### src/rtl/key_load_sequencer.sv
// Key-to-load-word sequencer: accepts one full key, emits it LOAD_W bits at a time (low slice first),
// plus an independent seedable Fibonacci LFSR pattern source.
module key_load_sequencer #(
    parameter int unsigned KEY_W     = 128,
    parameter int unsigned LOAD_W    = 64,
    parameter int unsigned LFSR_W    = 20,
    parameter logic [LFSR_W-1:0] LFSR_INIT = LFSR_W'(20'h99999),
    parameter logic [LFSR_W-1:0] LFSR_TAPS = LFSR_W'(20'h90000),
    localparam int unsigned N        = KEY_W / LOAD_W,
    localparam int unsigned IDX_W    = (N > 1) ? $clog2(N) : 1
) (
    input  logic              clk,
    input  logic              rst,
    input  logic              key_valid,
    output logic              key_ready,
    input  logic [KEY_W-1:0]  key,
    output logic              load_valid,
    input  logic              load_ready,
    output logic [LOAD_W-1:0] load,
    output logic [IDX_W-1:0]  load_idx,
    output logic              load_last,
    input  logic              lfsr_en,
    input  logic              lfsr_seed_we,
    input  logic [LFSR_W-1:0] lfsr_seed,
    output logic [LFSR_W-1:0] lfsr
);

    localparam logic [IDX_W-1:0] LAST_IDX = IDX_W'(N - 1);

    typedef enum logic {IDLE = 1'b0, SEND = 1'b1} state_e;

    state_e             state_q, state_d;
    logic [KEY_W-1:0]   shadow_q, shadow_d;
    logic [IDX_W-1:0]   idx_q, idx_d, nxt_idx;
    logic [LOAD_W-1:0]  load_q, load_d;
    logic               valid_q, valid_d;
    logic               last_q, last_d;
    logic [LFSR_W-1:0]  lfsr_q, lfsr_d;

    // Key FSM state and registered load-port outputs
    always_ff @(posedge clk or negedge rst) begin
        if (!rst) begin
            state_q  <= IDLE;
            shadow_q <= '0;
            idx_q    <= '0;
            load_q   <= '0;
            valid_q  <= 1'b0;
            last_q   <= 1'b0;
        end else begin
            state_q  <= state_d;
            shadow_q <= shadow_d;
            idx_q    <= idx_d;
            load_q   <= load_d;
            valid_q  <= valid_d;
            last_q   <= last_d;
        end
    end

    // Next-state and next-output decode; every output is precomputed one edge ahead
    always_comb begin
        state_d  = state_q;
        shadow_d = shadow_q;
        idx_d    = idx_q;
        load_d   = load_q;
        valid_d  = valid_q;
        last_d   = last_q;
        nxt_idx  = idx_q + IDX_W'(1);
        case (state_q)
            IDLE: begin
                if (key_valid) begin
                    shadow_d = key;
                    idx_d    = '0;
                    load_d   = key[LOAD_W-1:0];
                    valid_d  = 1'b1;
                    last_d   = (N == 1);
                    state_d  = SEND;
                end
            end
            SEND: begin
                if (load_ready) begin
                    if (idx_q == LAST_IDX) begin
                        state_d = IDLE;
                        idx_d   = '0;
                        load_d  = '0;
                        valid_d = 1'b0;
                        last_d  = 1'b0;
                    end else begin
                        idx_d  = nxt_idx;
                        load_d = LOAD_W'(shadow_q >> (LOAD_W * 32'(nxt_idx)));
                        last_d = (nxt_idx == LAST_IDX);
                    end
                end
            end
            default: state_d = IDLE;
        endcase
    end

    // LFSR: seed beats step beats hold; an all-zero seed would lock up, so it maps to LFSR_INIT
    always_comb begin
        lfsr_d = lfsr_q;
        if (lfsr_seed_we) begin
            lfsr_d = (lfsr_seed == '0) ? LFSR_INIT : lfsr_seed;
        end else if (lfsr_en) begin
            lfsr_d = {lfsr_q[LFSR_W-2:0], ^(lfsr_q & LFSR_TAPS)};
        end
    end

    always_ff @(posedge clk or negedge rst) begin
        if (!rst) begin
            lfsr_q <= LFSR_INIT;
        end else begin
            lfsr_q <= lfsr_d;
        end
    end

    assign key_ready  = (state_q == IDLE);
    assign load_valid = valid_q;
    assign load       = load_q;
    assign load_idx   = idx_q;
    assign load_last  = last_q;
    assign lfsr       = lfsr_q;

endmodule

### config.mk
export PLATFORM = sky130hd
export DESIGN_NAME = key_load_sequencer
export DESIGN_NICKNAME = d
export VERILOG_FILES = /design/src/rtl/key_load_sequencer.sv
export SDC_FILE = /design/constraint.sdc
export NUM_CORES = 1
export LEC_CHECK = 0
export ABC_AREA = 1
export BUFFER_PORTS_ARGS = -buffer_cell sky130_fd_sc_hd__clkbuf_2
export CORE_MARGIN = 5
export CORE_UTILIZATION = 46
export CTS_BUF_LIST = sky130_fd_sc_hd__clkbuf_4
export DETAILED_ROUTE_END_ITERATION = 8
export PLACE_DENSITY = 0.81
export SLEW_MARGIN = 5
export SYNTH_ARGS = -nofsm -noshare
export SYNTH_HDL_FRONTEND = slang
export SYNTH_SLANG_ARGS = --single-unit
export TNS_END_PERCENT = 100
### constraint.sdc
create_clock -name clk -period 1.2 [get_ports clk]
set_input_delay 0.12 -clock clk [delete_from_list [all_inputs] [get_ports clk]]
set_output_delay 0.12 -clock clk [all_outputs]
set_load 0.01 [all_outputs]
==> results of run 1 <==
[worst max-delay path, stage by stage (launching register included)]
cell	delay, ns
dfrtp_1	0.42
buf_6	0.13
nand2_2	0.08
a21oi_4	0.10
buf_12	0.18
a22oi_1	0.34
nand2_1	0.12
[flip-flops by register name, indices dropped and copies added, names as in the netlist]
name	count
load_valid	1
shadow_q	64
lfsr	20
load_last	1
load	64
state_q	1
[area by class of cell]
type / instances / area (um2) / share of cell area (%)
diodes: 3 / 7.51 / 0.0668
multi-input cells: 523 / 2650 / 23.6
repair buffers: 525 / 4190 / 37.3
flip-flops and latches: 151 / 3790 / 33.7
inverters: 13 / 53.8 / 0.479
well taps: 176 / 220 / 1.96
clock inverters: 14 / 183 / 1.63
clock buffers: 18 / 135 / 1.20
[through the flow]
stage               TNS, ns  cells  util [%]
finish               -14.61   1423      84.2
floorplan             -1.80    728         -
CTS                  -11.48   1369      76.6
global route         -24.78   1422      84.2
global placement     -0.451   1135      59.0
detailed placement    -3.99   1135      59.0
[routing by layer]
metal	up-vias	part of all wire, %	track usage, %
li1	3324	-	-
met1	3765	33	34.4
met2	783	49	53.8
met3	230	10	7.85
met4	0	7.6	17.0
met5	-	0	0
[worst paths after layout]
path / from / end / slack [ns]
max: state_q$_DFF_PN0_ / load[7]$_DFFE_PN0P_ / -0.32
min: key[80] / shadow_q[80]$_DFFE_PN0P_ / 0.31
max reg2reg: state_q$_DFF_PN0_ / load[7]$_DFFE_PN0P_ / -0.32
min reg2reg: shadow_q[93]$_DFFE_PN0P_ / shadow_q[93]$_DFFE_PN0P_ / 0.49
max in group asynchronous: rst / lfsr[7]$_DFFE_PN1P_ / 0.09
min in group asynchronous: rst / lfsr[18]$_DFFE_PN0P_ / 0.55
[power groups by stage]
stage               Combinational [mW]  Clock [mW]  Sequential (mW)
floorplan                         3.33           0             8.56
global placement                  6.09           0             8.30
detailed placement                6.31           0             8.34
CTS                               7.88        3.51             8.21
global route                      11.8        3.80             8.74
finish                            11.1        3.58             8.65
[repair_timing]
action,in CTS,in global routing
pin swaps,0,4
endpoints found under the hold margin,301,0
buffers inserted,43,50
cloned,5,2
resized for setup,22,188
setup endpoints to repair,191,216
hold buffers,154,0
[layout by cell type, fill, tap and decap left out, drive strengths merged, types with 10 or more instances in the layout]
cell type	n
dfrtp	141
a21oi	11
dfstp	10
nor2	34
inv	13
clkbuf	230
a22oi	56
nand3	16
nand2	388
buf	159
o21ai	13
dlygate4sd3	154
[kinds of logic (layout without fill, tap and decap cells)]
family	after synthesis	count (layout)	share of synthesized area [%]
buffers and inverters	54	570	4.09
other	0	3	0
AO/OA/AOI/OAI	82	82	8.92
XOR/XNOR	1	1	0.139
flip-flops	151	151	60.2
AND/OR/NAND/NOR	440	440	26.7
==> flow_summary.toml, run 1 <==
[outcome]
outcome = "finished with violations"
violations = "negative setup slack"

[logic_synthesis]
synth-seq-cells = 151
seq_area_frac_synth_pct = 60.2
synth.yosys.warnings = 0
synthTopCellsByCount = "387 x nand2_1, 141 x dfrtp_1, 56 x a22oi_1"
post_synthesis_cell_area_um2 = 6300
synthDominantAreaCellType = "dfrtp_1"
synth.lib_cells_used.distinct = 19
post_synthesis_cells = 728
synth_edf_count = 0
synth_nets = 882
synthArstFlopShare_pct = 100
yosys.cell_count.top_type = "nand2_1"
synthesis.area_per_instance_um2 = 8.65
post_synth_top_area_share_pct = 56.0
synth-main-ff-cell = "dfrtp_1"
ys_top_cells_by_area = "dfrtp_1 56%, nand2_1 23%, a22oi_1 6.7%"

[pwr]
switchingPower_mw = 9.28
swShare_pct = 39.8
p_int_mw = 14.0
power.density_nw_per_um2 = 2070
power.total_mw = 23.3
clkPwrFrac_pct = 15.3
total_leakage_power_nw = 6.12
power_frac_seq_pct = 37.1
combinational_fraction_of_design_power_pct = 47.5
vdd_ir_drop_max_v = 0.00135

[die]
fp.dieW_um = 127
die_h_um = 127
placement_rows = 42
die_area_um2 = 16100
initial_util_pct = 47.2
design.core.area_um2 = 13300
top_level_ports = 242

[drt]
wirelength_um = 30600
drc = 0
viasPerCell = 5.69
drt-wirelength-per-cell_um = 21.5
antenna_violating_nets_post_route = 0
first_pass_iters = 6
vias = 8102
detail_route.iter0.violations = 1087

[sta]
min_period_over_period_pct = 127
worst_slew_pin_slew_ns = 0.406
fin_worst_skew_ns = 0.0181
timing_max_transition_violations_final = 0
grt_setup_unrepaired = "true"
max-slew-margin-rel_pct = 72.9
clock.fmax_mhz = 659
setup_slack_ns = -0.318
timing.final.hold_violations = 0
final_period_minus_worst_setup_slack_ns = 1.52
hold-worst-slack_ns = 0.310
setup_viol_count_final = 166

[worst_hold_path]
hold_path_stages = 4
timing.hold.worst.class = "input pin to flip-flop"

[cells_and_area]
layout.cell_area.non_filler_um2 = 11200
post_route_cells_drive_above_1_share_pct = 40.8
area_delta_synth_final_pct = 78.4
layout.filler_cells = 633
finish.net_count = 1385

[grt]
number_of_antenna_violations_at_the_first_check_in_global_routing = 2
grt.total_usage_pct = 30.8
grt_start_max_net_pins = 52
gr-total-overflow = 0
grt_first_pass_wirelength_um = 39300
grt_pass1_vias = 7873

[clock_network]
cts_inserted_buffers = 17
clkSlewWorstSetupHoldPaths_ns = 0.13
h-tree-depth = 4
insertion_delay_ns = 0.55
cts.sink_count = 151
clock_tree_from_tritoncts = "built"
clockRootBuffer = "clkbuf_4"
clock_tree.buffer_depth = 2

[job]
maxCapViolations = 0

[worst_setup_path]
worst-setup-path-type = "flip-flop to flip-flop"
crit_required_ns = 1.62
worstSetupStartpointType = "flip-flop"
cp-end-kind = "flip-flop"
cp_max_fo = 32
reg2reg_depth = 6
crit_arrival_ns = 1.93

[placed_design]
port-buffer-count = 241
gp_routability_congestion = 0.862
dpl-instance-area_um2 = 7880
post-dp-hpwl_um = 12700
dpl_worst_slack_ns = -0.0924
Note: power is estimated with default switching activity, not from simulation.
==> inputs of run 2 (changes only) <==
- ABC_AREA: 1 -> not set
- CORE_UTILIZATION: 46 -> 51
- PLACE_DENSITY: 0.81 -> 0.85
- clock period: 1.2 -> 1.6 ns (I/O delays scaled with it)
==> flow_summary.toml, run 2 <==
[sta]
worst_slew_pin_slew_ns = 0.619
max-slew-margin-rel_pct = 58.7
setup_slack_ns = 0.0439
grt_setup_unrepaired = "false"
timing_max_transition_violations_final = 0
timing.final.hold_violations = 0
min_period_over_period_pct = 97.3
setup_tns_ns = 0
fin_worst_skew_ns = 0.0198
clock.fmax_mhz = 643
final_period_minus_worst_setup_slack_ns = 1.56
setup_viol_count_final = 0

[logic_synthesis]
synth-main-ff-cell = "dfrtp_1"
post_synth_top_area_share_pct = 55.9
synthesis.area_per_instance_um2 = 13.8
synthArstFlopShare_pct = 100
synth_nets = 612
seq_area_frac_synth_pct = 60.0
synthDominantAreaCellType = "dfrtp_1"
post_synthesis_cells = 458
synth-seq-cells = 151
synth.yosys.warnings = 0
ys_top_cells_by_area = "dfrtp_1 56%, mux2_2 13%, a22o_1 8.9%"
synthTopCellsByCount = "141 x dfrtp_1, 72 x mux2_2, 66 x a21o_1"
yosys.cell_count.top_type = "dfrtp_1"
post_synthesis_cell_area_um2 = 6310
synth.lib_cells_used.distinct = 25
synth_edf_count = 0

[die]
top_level_ports = 242
fp.dieW_um = 121
initial_util_pct = 52.3
die_h_um = 121
design.core.area_um2 = 12100
placement_rows = 40
die_area_um2 = 14700

[drt]
wirelength_um = 20900
drc = 0
antenna_violating_nets_post_route = 0
first_pass_iters = 5
detail_route.iter0.violations = 513
vias = 5659
viasPerCell = 5.48
drt-wirelength-per-cell_um = 20.2

[pwr]
vdd_ir_drop_max_v = 0.000922
power_frac_seq_pct = 47.0
combinational_fraction_of_design_power_pct = 39.8
clkPwrFrac_pct = 13.2
total_leakage_power_nw = 4.99
swShare_pct = 35.0
power.density_nw_per_um2 = 1480
switchingPower_mw = 4.94
p_int_mw = 9.17
power.total_mw = 14.1

[grt]
grt_first_pass_wirelength_um = 32900
gr-total-overflow = 0
grt.total_usage_pct = 29.0
number_of_antenna_violations_at_the_first_check_in_global_routing = 3
grt_start_max_net_pins = 47
grt_pass1_vias = 6362

[clock_network]
clock_tree_from_tritoncts = "built"
insertion_delay_ns = 0.54
h-tree-depth = 4
clockRootBuffer = "clkbuf_4"
post_cts_resize_count = 0
clkSlewWorstSetupHoldPaths_ns = 0.11
cts_inserted_buffers = 17
clock_tree.buffer_depth = 2
cts.sink_count = 151

[worst_setup_path]
cp_max_fo = 32
worst-setup-path-type = "flip-flop to flip-flop"
cp-end-kind = "flip-flop"
worstPathCellList = "mux2i_4 > buf_12 > a22o_1 > a21o_1"
crit_arrival_ns = 2.02
worstSetupStartpointType = "flip-flop"
critical_path.slowest_cell = "dfrtp_1"
crit_required_ns = 2.06
max_stage_delay_ns = 0.54

[job]
maxCapViolations = 0

[cells_and_area]
post_route_cells_drive_above_1_share_pct = 42.5
postLayoutCoreUtil_pct = 78.9
layout_common_cells = "240 x clkbuf_2, 153 x dlygate4sd3_1, 141 x dfrtp_1, 72 x mux2_2, 66 x a21o_1"
mostFrequentLayoutCell = "clkbuf_2"
finish.net_count = 1005
area_delta_synth_final_pct = 50.7
layout.cell_area.non_filler_um2 = 9520

[placed_design]
dpl_worst_slack_ns = 0.0969
gp_routability_congestion = 0.813
dpl-instance-area_um2 = 7770
port-buffer-count = 241
post-dp-hpwl_um = 11600

[worst_hold_path]
timing.hold.worst.class = "input pin to asynchronous set/reset pin"

[outcome]
outcome = "complete, no violations"
==> run 2: changes by cell type after synthesis, sizes merged, moves of 4 or more <==
| cell | change |
|---|---|
| mux2i | +19 |
| a22o | +64 |
| nand3 | -16 |
| a21o | +66 |
| mux2 | +72 |
| o21ai | +5 |
| nor4 | +4 |
| a22oi | -56 |
| a21oi | -10 |
| inv | -12 |
| nand2 | -373 |
| clkbuf | -4 |
| nor2 | -31 |
==> run 2: cells by family (layout without fill, tap and decap cells) <==
group | count (synthesis) | after routing | synth area share, %
AOI/OAI and AO/OA | 153 | 153 | 18.7
and+or+nand+nor | 27 | 27 | 1.94
muxes | 91 | 91 | 15.9
other | 0 | 4 | 0
buffers and inverters | 35 | 438 | 3.31
DFF | 151 | 151 | 60.0
xor gates and xnor gates | 1 | 1 | 0.139
==> run 2: worst max-delay path, delay by kind of cell (launching register included) <==
kind	cells	cell delay [ns]
flip-flops	1	0.54
multiplexers	1	0.37
buffers and inverters	1	0.23
AO/OA/AOI/OAI	2	0.34
==> run 2: cell type report <==
type	instances	area [um2]
Antenna cell	4	10.0
Clock buffer	22	165
Clock inverter	7	33.8
Fill cell	644	2540
Inverter	1	3.75
Multi-Input combinational cell	272	2340
Sequential cell	151	3790
Tap cell	168	210
Timing Repair Buffer	408	2960
==> run 2: layer usage <==
metal	up-vias	share of wire [%]	GRT usage (%)
li1	2482	-	-
met1	2744	36	32.6
met2	344	51	49.6
met3	89	8.0	8.58
met4	0	5.1	15.5
met5	-	0	0
==> run 2: worst paths after layout <==
| path | from | endpoint | slack (ns) | cells after the start |
|---|---|---|---|---|
| setup / recovery | state_q$_DFF_PN0_ | load[36]$_DFFE_PN0P_ | 0.04 | 4 |
| hold / removal | rst | shadow_q[79]$_DFFE_PN0P_ | 0.11 | 2 |
| setup reg to reg | state_q$_DFF_PN0_ | load[36]$_DFFE_PN0P_ | 0.04 | 4 |
| hold reg to reg | shadow_q[107]$_DFFE_PN0P_ | load[43]$_DFFE_PN0P_ | 0.47 | 1 |
| max in group asynchronous | rst | lfsr[4]$_DFFE_PN1P_ | 0.87 | 3 |
| min in group clk | lfsr_seed_we | lfsr[9]$_DFFE_PN0P_ | 0.15 | 4 |
==> run 2: power by group through the flow <==
stage / Combinational (mW) / Clock (mW) / Sequential, mW
6_report: 5.62 / 1.86 / 6.63
5_1_grt: 6.04 / 2.08 / 6.76
4_1_cts: 5.46 / 1.91 / 6.50
3_5_place_dp: 5.12 / 0 / 6.57
3_3_place_gp: 4.89 / 0 / 6.46
2_1_floorplan: 2.99 / 0 / 6.68
==> run 2: timing repair <==
action                                  CTS  global route
endpoints found under the setup margin    0             8
setup buffers                             0             1
hold endpoints to repair                293             0
hold buffers                            153             0
==> run 2: metrics by stage <==
| step | std cells | hold slack [ns] |
|---|---|---|
| 2_1_floorplan | 458 | -0.136 |
| 3_3_place_gp | 846 | 0.115 |
| 3_5_place_dp | 846 | 0.120 |
| 4_1_cts | 1028 | 0.0829 |
| 5_1_grt | 1032 | 0.0984 |
| 6_report | 1033 | 0.112 |
==> inputs of run 3 (changes only) <==
- CTS_CLUSTER_SIZE: not set -> 20
- PLACE_DENSITY: 0.85 -> 0.88
==> flow_summary.toml, run 3 (synthesized netlist as in run 2, its figures left out) <==
[clock_network]
cts.sink_count = 151
h-tree-depth = 4
insertion_delay_ns = 0.54
clock_tree.buffer_depth = 2
cts_inserted_buffers = 17
clkSlewWorstSetupHoldPaths_ns = 0.12
clock_tree_from_tritoncts = "built"
clockRootBuffer = "clkbuf_4"

[drt]
detail_route.iter0.violations = 420
viasPerCell = 5.57
drc = 0
antenna_violating_nets_post_route = 0
vias = 5758
first_pass_iters = 4
drt-wirelength-per-cell_um = 20.4
wirelength_um = 21100

[worst_setup_path]
worst_r2r_startpoint = "state_q$_DFF_PN0_"
crit_family = "flip-flops"
cp-end-kind = "flip-flop"
crit_required_ns = 2.02
worstSetupStartpointType = "flip-flop"
reg2reg_depth = 3
crit_arrival_ns = 1.94
worst_setup_path_startpoint = "state_q$_DFF_PN0_"
cp_max_fo = 43
worstPathCellList = "nor2b_4 > buf_12 > mux2_2"
max_stage_delay_ns = 0.49
timing.critical_path.buf_inv = 1
critical_path.slowest_cell = "dfrtp_2"
worstReg2RegEnd = "shadow_q[102]$_DFFE_PN0P_"
r2r_setup_slack_ns = 0.08
cp_num_cells = 3
worstSetupEndpoint = "shadow_q[102]$_DFFE_PN0P_"
worst-setup-path-type = "flip-flop to flip-flop"

[die]
die_area_um2 = 14700
placement_rows = 40
fp.dieW_um = 121
initial_util_pct = 52.3
design.core.area_um2 = 12100
die_h_um = 121
top_level_ports = 242

[pwr]
total_leakage_power_nw = 5.03
power.total_mw = 14.9
power.density_nw_per_um2 = 1550
vdd_ir_drop_max_v = 0.000897

[sta]
timing.final.hold_violations = 0
setup_viol_count_final = 0
grt_setup_unrepaired = "false"
min_period_over_period_pct = 94.9
setup_tns_ns = 0
clock.fmax_mhz = 659
max-slew-margin-rel_pct = 59.0
timing_max_transition_violations_final = 0
fin_worst_skew_ns = 0.0221
setup_slack_ns = 0.0815
worst_slew_pin_slew_ns = 0.615
hold-worst-slack_ns = 0.0794
final_period_minus_worst_setup_slack_ns = 1.52

[grt]
gr-total-overflow = 0
number_of_antenna_violations_at_the_first_check_in_global_routing = 0
grt_first_pass_wirelength_um = 33200
grt_start_max_net_pins = 54
grt_pass1_vias = 6294
grt.total_usage_pct = 29.4

[cells_and_area]
layout_common_cells = "240 x clkbuf_2, 153 x dlygate4sd3_1, 140 x dfrtp_1, 72 x mux2_2, 66 x a21o_1"
sequential_cell_area_um2 = 3790
postLayoutCoreUtil_pct = 79.6
layout.cell_area.non_filler_um2 = 9610
finish.net_count = 1004
post_route_cells_drive_above_1_share_pct = 42.3
mostFrequentLayoutCell = "clkbuf_2"
area_delta_synth_final_pct = 52.2
layout.filler_cells = 638
final-instance-count-excl-fill = 1033
multi_input_area_um2 = 2340

[placed_design]
dpl_worst_slack_ns = 0.0708
post-dp-hpwl_um = 11300
dpl-instance-area_um2 = 7740
gp_routability_congestion = 0.889
port-buffer-count = 241
place_inst = 845

[job]
maxCapViolations = 0

[outcome]
outcome = "complete, no violations"

[worst_hold_path]
timing.hold.worst.class = "input pin to asynchronous set/reset pin"
run 3: changes by cell type in the layout (fill, tap and decap cells not counted):
cell,delta
clkinvlp_4,-1
bufinv_16,+5
clkinv_1,+4
clkbuf_4,-4
dfrtp_2,+1
buf_12,-2
buf_6,+1
dfrtp_1,-1
diode_2,-2
clkinv_2,-1
run 3: area by class of cell:
type,instances,share of cell area (%)
well taps,168,2.19
multi-input cells,272,24.4
clock inverters,14,1.94
repair buffers,407,30.5
clock buffers,18,1.41
inverters,1,0.0391
flip-flops and latches,151,39.5
diodes,2,0.0521
run 3: how the worst min path moves through the flow:
| stage | startpoint | endpoint | depth (start not counted) | slack (ns) |
|---|---|---|---|---|
| after floorplan | rst | lfsr[10]$_DFFE_PN0P_ | 0 | -0.14 |
| after global placement | rst | load[11]$_DFFE_PN0P_ | 1 | 0.07 |
| after detailed placement | rst | shadow_q[75]$_DFFE_PN0P_ | 1 | 0.08 |
| after CTS | rst | load[15]$_DFFE_PN0P_ | 2 | 0.005 |
| after global routing | rst | shadow_q[75]$_DFFE_PN0P_ | 2 | 0.06 |
| final | rst | load[8]$_DFFE_PN0P_ | 2 | 0.08 |
run 3: timing repair:
action	4_1_cts	5_1_grt
hold endpoints to repair	291	0
endpoints found under the setup margin	0	18
resized for setup	0	2
hold buffers	153	0
setup buffers	0	1
run 3: power breakdown:
group / internal (mW) / switching, mW
sequential: 5.50 / 1.14
clock: 1.37 / 1.29
combinational: 3.01 / 2.55
total: 9.88 / 4.98
run 3: worst register-to-register path: cells and delay by family, from the launching register on:
kind                   cells  cell delay [ns]
and+or+nand+nor            1             0.27
DFF                        1             0.49
buffers and inverters      1             0.27
muxes                      1             0.38
run 3: layer usage:
metal	vias up	share of wire [%]	wire length (um)	global-route usage [%]
met4	0	4.6	964	15.5
li1	2486	-	-	-
met3	74	7.6	1600	7.04
met1	2844	36	7610	33.2
met5	-	0	0	0
met2	354	52	10900	51.3
